## src/rtl/prbs_pkg.sv

```systemverilog
// Shared definitions for the pattern load/detect sequencer.
// Contents:
//   - default bytes-per-word and lock-threshold constants
//   - sequencer state encoding
//   - helper that decodes which states consume input bytes
package prbs_pkg;

  localparam int DEFAULT_N            = 4;
  localparam int DEFAULT_MATCH_TARGET = 5;

  typedef enum logic [1:0] {
    ST_IDLE   = 2'd0,
    ST_LOAD   = 2'd1,
    ST_DETECT = 2'd2,
    ST_DONE   = 2'd3
  } seq_state_t;

  // Byte stream is only consumed while loading the pattern or detecting words.
  function automatic logic accepts_bytes(input seq_state_t s);
    return (s == ST_LOAD) || (s == ST_DETECT);
  endfunction

endpackage

```

## src/rtl/pattern_load_sequencer_if.sv

```systemverilog
// Handshake and result bundle of the pattern load/detect sequencer.
// master: stream/control source (drives start, abort, byte_in, byte_valid).
// slave : the sequencer (drives byte_ready, pattern, pattern_valid,
//         word_match, word_mismatch, found, busy).
interface pattern_load_sequencer_if
  import prbs_pkg::*;
#(
  parameter int N = DEFAULT_N
);

  logic           start;
  logic           abort;
  logic [7:0]     byte_in;
  logic           byte_valid;
  logic           byte_ready;
  logic [8*N-1:0] pattern;
  logic           pattern_valid;
  logic           word_match;
  logic           word_mismatch;
  logic           found;
  logic           busy;

  modport master (
    output start, abort, byte_in, byte_valid,
    input  byte_ready, pattern, pattern_valid, word_match, word_mismatch,
           found, busy
  );

  modport slave (
    input  start, abort, byte_in, byte_valid,
    output byte_ready, pattern, pattern_valid, word_match, word_mismatch,
           found, busy
  );

endinterface

```

## src/rtl/byte_word_assembler.sv

```systemverilog
// Assembles a serial byte stream into an N-byte word, lane 0 first.
// Ports:
//   clk, rst   - clock, synchronous active-high reset
//   clear      - zero the word and restart at lane 0 (wins over enable)
//   enable     - write byte_in into the current lane and advance
//   byte_in    - incoming byte
//   word       - registered word; lane k in [8k+7:8k]
//   last_lane  - the next enabled byte lands in lane N-1
module byte_word_assembler
  import prbs_pkg::*;
#(
  parameter int N = DEFAULT_N
) (
  input  logic           clk,
  input  logic           rst,
  input  logic           clear,
  input  logic           enable,
  input  logic [7:0]     byte_in,
  output logic [8*N-1:0] word,
  output logic           last_lane
);

  localparam int CW = $clog2(N);

  logic [CW-1:0]  lane_r;
  logic [8*N-1:0] word_r;

  // Lane pointer and word storage; pointer wraps to lane 0 after lane N-1.
  always_ff @(posedge clk) begin
    if (rst || clear) begin
      lane_r <= {CW{1'b0}};
      word_r <= {(8*N){1'b0}};
    end else if (enable) begin
      for (int k = 0; k < N; k++) begin
        if (lane_r == CW'(k)) begin
          word_r[8*k +: 8] <= byte_in;
        end
      end
      lane_r <= (lane_r == CW'(N-1)) ? {CW{1'b0}} : lane_r + CW'(1);
    end
  end

  assign word      = word_r;
  assign last_lane = (lane_r == CW'(N-1));

endmodule

```

## src/rtl/pattern_load_sequencer.sv

```systemverilog
// Loads an N-byte reference pattern from a byte stream, then compares
// subsequent N-byte words against it and declares lock after MATCH_TARGET
// consecutive matches.
// Ports:
//   clk  - single clock, rising edge
//   rst  - synchronous active-high reset
//   bus  - slave side of pattern_load_sequencer_if (start/abort control,
//          byte stream handshake, pattern, match pulses, found, busy)
module pattern_load_sequencer
  import prbs_pkg::*;
#(
  parameter int N            = DEFAULT_N,
  parameter int MATCH_TARGET = DEFAULT_MATCH_TARGET
) (
  input  logic                     clk,
  input  logic                     rst,
  pattern_load_sequencer_if.slave  bus
);

  seq_state_t     state_r, next_state_s;
  logic [7:0]     match_cnt_r, match_cnt_next_s, cnt_inc_s;
  logic           found_r, found_next_s;
  logic           pattern_valid_r, pattern_valid_next_s;
  logic           word_match_r, word_mismatch_r;
  logic           match_pulse_s, mismatch_pulse_s;
  logic           byte_ready_r, busy_r;
  logic           accept_s, load_acc_s, det_acc_s;
  logic           pat_clear_s, det_clear_s;
  logic           pat_last_s, det_last_s, word_eq_s;
  logic [8*N-1:0] pat_word_s, det_word_s, cand_word_s;

  // abort blocks acceptance so no lane is written in the abort cycle
  assign accept_s   = bus.byte_valid & byte_ready_r & ~bus.abort;
  assign load_acc_s = accept_s & (state_r == ST_LOAD);
  assign det_acc_s  = accept_s & (state_r == ST_DETECT);

  // Match counter saturates instead of wrapping
  assign cnt_inc_s  = (match_cnt_r == 8'hFF) ? 8'hFF : match_cnt_r + 8'd1;

  byte_word_assembler #(.N(N)) u_pattern_asm (
    .clk       (clk),
    .rst       (rst),
    .clear     (pat_clear_s),
    .enable    (load_acc_s),
    .byte_in   (bus.byte_in),
    .word      (pat_word_s),
    .last_lane (pat_last_s)
  );

  byte_word_assembler #(.N(N)) u_detect_asm (
    .clk       (clk),
    .rst       (rst),
    .clear     (det_clear_s),
    .enable    (det_acc_s),
    .byte_in   (bus.byte_in),
    .word      (det_word_s),
    .last_lane (det_last_s)
  );

  // Completed detect word: stored lanes plus the byte arriving in the last lane.
  always_comb begin
    cand_word_s                = det_word_s;
    cand_word_s[8*N-1 -: 8]    = bus.byte_in;
  end

  assign word_eq_s = (cand_word_s == pat_word_s);

  // Next-state, counter and flag updates; abort overrides everything else.
  always_comb begin
    next_state_s         = state_r;
    match_cnt_next_s     = match_cnt_r;
    found_next_s         = found_r;
    pattern_valid_next_s = pattern_valid_r;
    match_pulse_s        = 1'b0;
    mismatch_pulse_s     = 1'b0;
    pat_clear_s          = 1'b0;
    det_clear_s          = 1'b0;

    if (bus.abort) begin
      next_state_s         = ST_IDLE;
      match_cnt_next_s     = 8'd0;
      found_next_s         = 1'b0;
      pattern_valid_next_s = 1'b0;
      pat_clear_s          = 1'b1;
      det_clear_s          = 1'b1;
    end else begin
      case (state_r)
        ST_IDLE, ST_DONE: begin
          if (bus.start) begin
            next_state_s         = ST_LOAD;
            match_cnt_next_s     = 8'd0;
            found_next_s         = 1'b0;
            pattern_valid_next_s = 1'b0;
            pat_clear_s          = 1'b1;
            det_clear_s          = 1'b1;
          end else begin
            next_state_s = state_r;
          end
        end
        ST_LOAD: begin
          if (load_acc_s && pat_last_s) begin
            next_state_s         = ST_DETECT;
            pattern_valid_next_s = 1'b1;
            det_clear_s          = 1'b1;
          end else begin
            next_state_s = ST_LOAD;
          end
        end
        ST_DETECT: begin
          if (det_acc_s && det_last_s) begin
            if (word_eq_s) begin
              match_pulse_s    = 1'b1;
              match_cnt_next_s = cnt_inc_s;
              if (cnt_inc_s >= 8'(MATCH_TARGET)) begin
                next_state_s = ST_DONE;
                found_next_s = 1'b1;
              end else begin
                next_state_s = ST_DETECT;
              end
            end else begin
              mismatch_pulse_s = 1'b1;
              match_cnt_next_s = 8'd0;
            end
          end else begin
            next_state_s = ST_DETECT;
          end
        end
        default: begin
          next_state_s = ST_IDLE;
        end
      endcase
    end
  end

  // State, counter and registered outputs; byte_ready/busy follow the next state.
  always_ff @(posedge clk) begin
    if (rst) begin
      state_r         <= ST_IDLE;
      match_cnt_r     <= 8'd0;
      found_r         <= 1'b0;
      pattern_valid_r <= 1'b0;
      word_match_r    <= 1'b0;
      word_mismatch_r <= 1'b0;
      byte_ready_r    <= 1'b0;
      busy_r          <= 1'b0;
    end else begin
      state_r         <= next_state_s;
      match_cnt_r     <= match_cnt_next_s;
      found_r         <= found_next_s;
      pattern_valid_r <= pattern_valid_next_s;
      word_match_r    <= match_pulse_s;
      word_mismatch_r <= mismatch_pulse_s;
      byte_ready_r    <= accepts_bytes(next_state_s);
      busy_r          <= accepts_bytes(next_state_s);
    end
  end

  assign bus.byte_ready    = byte_ready_r;
  assign bus.pattern       = pat_word_s;
  assign bus.pattern_valid = pattern_valid_r;
  assign bus.word_match    = word_match_r;
  assign bus.word_mismatch = word_mismatch_r;
  assign bus.found         = found_r;
  assign bus.busy          = busy_r;

endmodule

```

## src/flat_wrapper.sv

```systemverilog
// flat-port wrapper written by rule: the top's interface ports become plain ports
module pattern_load_sequencer_flat import prbs_pkg::*;
#(
  parameter int N            = DEFAULT_N,
  parameter int MATCH_TARGET = DEFAULT_MATCH_TARGET
)
  (clk, rst, bus_start, bus_abort, bus_byte_in, bus_byte_valid, bus_byte_ready, bus_pattern, bus_pattern_valid, bus_word_match, bus_word_mismatch, bus_found, bus_busy);
  pattern_load_sequencer_if #(.N(N)) bus_i ();
  input  logic clk;
  input  logic rst;
  input wire logic [$bits(bus_i.start)-1:0] bus_start;
  input wire logic [$bits(bus_i.abort)-1:0] bus_abort;
  input wire logic [$bits(bus_i.byte_in)-1:0] bus_byte_in;
  input wire logic [$bits(bus_i.byte_valid)-1:0] bus_byte_valid;
  output wire logic [$bits(bus_i.byte_ready)-1:0] bus_byte_ready;
  output wire logic [$bits(bus_i.pattern)-1:0] bus_pattern;
  output wire logic [$bits(bus_i.pattern_valid)-1:0] bus_pattern_valid;
  output wire logic [$bits(bus_i.word_match)-1:0] bus_word_match;
  output wire logic [$bits(bus_i.word_mismatch)-1:0] bus_word_mismatch;
  output wire logic [$bits(bus_i.found)-1:0] bus_found;
  output wire logic [$bits(bus_i.busy)-1:0] bus_busy;
  assign bus_i.start = bus_start;
  assign bus_i.abort = bus_abort;
  assign bus_i.byte_in = bus_byte_in;
  assign bus_i.byte_valid = bus_byte_valid;
  assign bus_byte_ready = bus_i.byte_ready;
  assign bus_pattern = bus_i.pattern;
  assign bus_pattern_valid = bus_i.pattern_valid;
  assign bus_word_match = bus_i.word_match;
  assign bus_word_mismatch = bus_i.word_mismatch;
  assign bus_found = bus_i.found;
  assign bus_busy = bus_i.busy;
  pattern_load_sequencer #(.N(N), .MATCH_TARGET(MATCH_TARGET)) u_core (.clk(clk), .rst(rst), .bus(bus_i));
endmodule
```

## config.mk

```make
export PLATFORM = sky130hd
export DESIGN_NAME = pattern_load_sequencer_flat
export DESIGN_NICKNAME = d
export VERILOG_FILES = /design/src/rtl/prbs_pkg.sv /design/src/rtl/pattern_load_sequencer_if.sv /design/src/rtl/byte_word_assembler.sv /design/src/rtl/pattern_load_sequencer.sv /design/src/flat_wrapper.sv
export SDC_FILE = /design/constraint.sdc
export NUM_CORES = 1
export LEC_CHECK = 0
export CAP_MARGIN = 20
export CORE_UTILIZATION = 49
export CTS_CLUSTER_SIZE = 8
export DETAILED_ROUTE_END_ITERATION = 16
export GPL_TIMING_DRIVEN = 0
export PLACE_DENSITY = 0.73
export SLEW_MARGIN = 0
export SYNTH_ARGS = -nofsm -noshare
export SYNTH_HDL_FRONTEND = slang
export SYNTH_SLANG_ARGS = --single-unit
```

## constraint.sdc

```tcl
create_clock -name clk -period 2.3 [get_ports clk]
set_input_delay 0.69 -clock clk [delete_from_list [all_inputs] [get_ports clk]]
set_output_delay 0.69 -clock clk [all_outputs]
set_load 0.05 [all_outputs]
```

==> flow_metrics.tcl <==
set metrics [dict create \
    ant_nets 0 \
    layout.nets 543 \
    io_pins 51 \
    track_usage_pct 28.5 \
    arrival_ns 2.59 \
    setup_slack_ns -0.0519 \
    synth_nets 485 \
    syn2layout_area_growth_pct 28.2 \
    drc 0 \
    finalCritPeriodShare_pct 102 \
    p_comb_share_pct 6.0 \
    synthesis.instances 460 \
    die_area_sq_mm 0.00772 \
    peakVddDrop_v 0.000426 \
    drt_iter0_markers 270 \
    power_leakage_uw 0.00193 \
    start_kind "input pin" \
    synth_area_per_cell_sq_um 7.86 \
    clkSinkCount 75 \
    vias_per_cell 5.82 \
    synth_ff_type "dfxtp_1" \
    multi_input_area_sq_mm 0.00207 \
    async_flop_share_pct 0 \
    start_util_pct 52.1 \
    worst_slew_pin_slew_ns 0.556 \
    vias 3600 \
    most-common-layout-cells "dfxtp_1, nand3_1, nand2_1" \
    rows 30 \
    final_cell_area_sq_mm 0.00463 \
    placed_area_sq_mm 0.00416 \
    endpoint "u_core.bus.byte_ready" \
    grt_most_used_layer "met2" \
    rsz0062_at_grt "true" \
    powerDensity_mw_per_mm2 553 \
    finClkSkew_ns 0.0104 \
    die_w_um 87.9 \
    status "complete, but fails checks" \
    diodes 0 \
    tritoncts "done" \
    clk_pin_slew_ns 0.07 \
    numCtsBuffers 9 \
    p_switching_uw 599 \
    clockPowerShare_pct 43.1 \
    violations "setup timing" \
    r2r_cells 6 \
    drive_above_1_share_pct 11.5 \
    dr.pass1.iters 5 \
    coreArea_sq_mm 0.00694 \
    period_needed_ns 2.35 \
    grt_use_met2_pct 43.7 \
    setup_viol 1 \
    grtUsageMet1_pct 39.8 \
    p_total_uw 2560 \
    reg2reg_slack_ns 0 \
    cp-end-kind "register" \
    regArea_sq_mm 0.00150 \
    grtUsageMet3_pct 4.52 \
    ys.warnings.count 0 \
    r2r_start "u_core.u_pattern_asm.word[14]" \
    hold_ws_ns 0.471 \
    dp_hpwl_um 7110 \
    grt_pass1_vias 3204 \
    dp_cells 598 \
    clockBufferDepth 2 \
    htreeDepth 3 \
    synth_area_sq_mm 0.00361 \
    hold_path.startpoint "u_core.u_detect_asm.word[23]" \
    p_sw_share_pct 23.4 \
    cts-root-buf "clkbuf_8" \
    slew_viol_final 0 \
    r2r-end "u_core.bus.byte_ready" \
    clkLatencyLatePin_ns 0.35 \
    p_int_uw 1960 \
    antenna_found_initial 0 \
    crit_type "in2reg" \
    yosysSeqAreaShare_pct 41.5 \
    final_common_cell "dfxtp_1" \
    grt_max_degree 14 \
    ys_ff_latch 75 \
    critical_path.max_fanout 8 \
    critPathLaunch "bus_byte_in[0]" \
    stdcell_count 619 \
    n_fill_cell 580 \
    min_path_type "reg2reg" \
    synth_edf_count 0 \
    maxCapViolCount 0 \
    wl_per_cell_um 16.9 \
    ys_types 37 \
    chipHeight_um 87.9 \
    io_buffer_count 42 \
    grt_pass1_wl_um 16500 \
    relSlewSlack_pct 62.9 \
    gp_congestion 0.842 \
    max_freq_ghz 0.425 \
    wl_um 10500 \
    hold_violations 0 \
    cp.required_ns 2.54 \
    grt_overflow 0 \
    p_seq_share_pct 50.8 \
]
power groups by stage:
| stage | Sequential, uW | Clock (uW) | Combinational, uW |
|---|---|---|---|
| finish | 1300 | 1110 | 155 |
| global route | 1300 | 1170 | 163 |
| CTS | 1300 | 1100 | 127 |
| detailed placement | 1330 | 0 | 121 |
| global placement | 1330 | 0 | 119 |
| floorplan | 1340 | 0 | 73.9 |
worst min-delay path by stage:
stage	endpoint	cells after the start	slack [ns]
final	u_core.u_detect_asm.word[23]	2	0.47
after global routing	u_core.u_detect_asm.word[12]	2	0.49
after CTS	u_core.u_detect_asm.word[23]	2	0.47
after detailed placement	u_core.u_detect_asm.word[23]	2	0.46
after global placement	u_core.u_detect_asm.word[2]	2	0.45
after floorplan	u_core.u_detect_asm.word[0]	2	0.45
registers in the layout, summed over array words and instances, names as in the netlist, 2 cells and up:
signal                       count
u_core.u_pattern_asm.lane_r      2
u_core.match_cnt_r               8
u_core.u_pattern_asm.word       32
u_core.u_detect_asm.word        24
u_core.state_r                   2
u_core.u_detect_asm.lane_r       2
cells in the mapped netlist, types with 2 or more instances:
cell type	instances	area, sq um
a21oi_1	67	335
a22oi_1	3	22.5
a31oi_1	4	25.0
and2_1	4	25.0
and3_1	4	25.0
and4b_1	3	30.0
buf_1	4	15.0
buf_2	5	25.0
buf_4	2	15.0
clkbuf_1	25	93.8
dfxtp_1	75	1500
ha_1	12	150
inv_1	8	30.0
nand2_1	73	274
nand2b_1	3	18.8
nand3_1	73	365
nand4_1	5	31.3
nor2_1	20	75.1
nor2b_1	3	18.8
nor3_1	6	30.0
nor4_1	6	37.5
nor4_2	3	37.5
o211ai_1	3	22.5
o21ai_0	5	25.0
xor2_1	32	280
metrics by stage:
step	setup TNS [ns]	util [%]	worst slack [ns]
2_1_floorplan	-0.0650	-	-0.0650
3_3_place_gp	-37.69	59.9	-0.885
3_5_place_dp	-40.07	59.9	-0.836
4_1_cts	-0.394	64.0	-0.0556
5_1_grt	-0.126	66.7	-0.0844
6_report	-0.0519	66.7	-0.0519
area by class of cell:
type / instances / share of cell area (%)
timing repair buffer: 50 / 11.0
buffer: 33 / 4.32
sequential: 75 / 32.4
inverter: 8 / 0.648
multi-input combinational: 341 / 44.6
tap: 96 / 2.59
clock buffer: 11 / 2.83
clock inverter: 5 / 1.67
metal layers:
| layer | wire, um | vias to the layer above |
|---|---|---|
| met5 | 0 | - |
| met4 | 189 | 0 |
| met1 | 4520 | 1719 |
| met3 | 829 | 19 |
| li1 | - | 1698 |
| met2 | 4930 | 164 |
critical path, stage by stage:
cell	delay, ns
buf_2	0.19
xor2_1	0.20
nor4_2	0.35
nand2_1	0.14
o311a_1	0.37
a211oi_2	0.31
mux2_4	0.33
kinds of logic after synthesis:
kind of cell             count (synthesis)  share of synthesized area (%)
XOR/XNOR                                33                           8.00
adder cells (fa/ha/maj)                 12                           4.15
AND/OR/NAND/NOR                        206                           27.3
flip-flops                              75                           41.5
multiplexers                             2                          0.588
AO/OA/AOI/OAI                           88                           13.5
buffers and inverters                   44                           4.95
what timing repair did:
action	in CTS	in global routing
resized for setup	21	45
pin swaps	3	10
hold buffers	0	0
buffers inserted	2	5
cloned	1	0
endpoints found under the setup margin	65	54
Power figures use the tool's default switching activity.
==> RTL edit: new RTL, same settings <==
Set the package constant `DEFAULT_N` to 2 (it was 4).
--- a/src/rtl/prbs_pkg.sv
+++ b/src/rtl/prbs_pkg.sv
@@ -6,5 +6,5 @@
 package prbs_pkg;
 
-  localparam int DEFAULT_N            = 4;
+  localparam int DEFAULT_N            = 2;
   localparam int DEFAULT_MATCH_TARGET = 5;
 
Interface: changed (resized bus_pattern); port bits go from 51 to 35. No check against the original RTL was run, so the function may have changed too.
==> RTL edit against the original RTL <==
  * Critical path depth is 5 lower
  * Setup slack better by 120 ps
  * Wire length is 55% lower
  * Non-clock buffer count is 36 lower
  * Register-to-register slack better by 70 ps
  * Sequential power is 45% lower
  * Global-route usage is 5.8 points lower
  * Sequential share of layout area is 0.78 points lower
  * Clock power is 59% lower
  * Design area is 43% lower
  * Synthesized area is 44% lower
  * Power is 49% lower
  * Sequential cell count is 34 lower
  * Count of clock-buffer cells in the layout is 5 lower
  * Critical endpoint is now bus_byte_ready
  * Largest power group unchanged
==> RTL edit: results (changes against the original RTL) <==
leakage power=0.846 nW (-56%); Comb group=0.151 mW (-3%); Syn Nets=247 (-49%); Placed Cells=312 (-48%); Max Fanout on Critical Path=3 (-5); fraction of area in multi-input gates=46.8% (+2.2 points); fill count=322 (-44%); synth top area cells=dfxtp_1 (41%), mux2i_1 (7.9%), xnor2_1 (6.9%), a21oi_1 (6.5%), nor2_1 (5.0%); synthesized instance count=230 (-50%); switching share of power=25.8% (+2.4 points); total vias in the final route=1749 (-51%); Non-clock buffering overhead=15.7% (+0.46 points); DRT iter0 DRCs=113 (-58%); final wirelength=4670 um (-55%); met3 Track Usage GR=4.14% (-0.39 points); synth cell count leaders=dfxtp_1 (41), nor2_1 (27), a21oi_1 (26); Buffers, non-clock=47 (-43%); wire length on met1=2250 um (-50%); post-synthesis sequential area ratio=40.7% (-0.84 points); Final Wtd Congestion=0.869 (+3.2%); delay-heaviest family, CP=buffers and inverters; Max Clock Skew=2.61 ps (-7.83 ps); post-synthesis compound-gate area fraction=14.5% (+1.1 points); switching pwr=0.340 mW (-43%); HPWL after DPL=3090 um (-57%); Place WS=-852 ps (-16.1 ps); Crit-path slowest cell=clkdlybuf4s50_1; Slew HR=58.3% (-4.7 points); WL met3=168 um (-80%); placed cell areas=2420 um2 (-42%); largest net degree at the start of global routing=13 (-1); DRT Pass-1 Iters=4 (-1); CP Data Arrival Time=1540 ps (-1050 ps); Clock Latency Late Sink=290 ps (-60 ps); Multi-In Gates=178 (-48%); clk sinks=41 (-45%); peak supply drop=0.361 mV (-15%); area grow syn2layout=30.1%; Met2 Wirelength=2190 um (-55%); number of flip-flops in the largest register=16 (-50%); TritonCTS Buffers=5 (-4); # clk buffers=6 (-5); Finished Layout Cells=325 (-47%); H-Tree Depth=2 (-1); mux share of post-synthesis cell area=8.68% (+8.1 points); M1 GR Usage=29.5% (-10 points); met2 Track Usage GR=37.0% (-6.7 points); Non-clk invs=3 (-5); share of cells above drive strength 1=16.6% (+5.1 points); Seq/total area=31.6% (-0.78 points); outcome=complete, no violations; Final TNS setup=0 ps (+51.9 ps)
==> RTL edit: what timing repair did <==
| action | 4_1_cts | 5_1_grt |
|---|---|---|
| resized for setup | 24 | 10 |
| buffers inserted | 3 | 4 |
| pin swaps | 3 | 7 |
| endpoints found under the hold margin | 0 | 0 |
| endpoints found under the setup margin | 28 | 6 |
==> RTL edit: final timing paths <==
path                                              start  cells after the start                                    endpoint  slack [ps]
max                    u_core.bus.byte_ready$_SDFF_PP0_                      2                              bus_byte_ready          70
min          u_core.u_pattern_asm.word[12]$_SDFFE_PP0P_                      2  u_core.u_pattern_asm.word[12]$_SDFFE_PP0P_         490
max reg2reg          u_core.match_cnt_r[0]$_SDFFE_PP0P_                      7            u_core.bus.byte_ready$_SDFF_PP0_          70
min reg2reg  u_core.u_pattern_asm.word[12]$_SDFFE_PP0P_                      2  u_core.u_pattern_asm.word[12]$_SDFFE_PP0P_         490
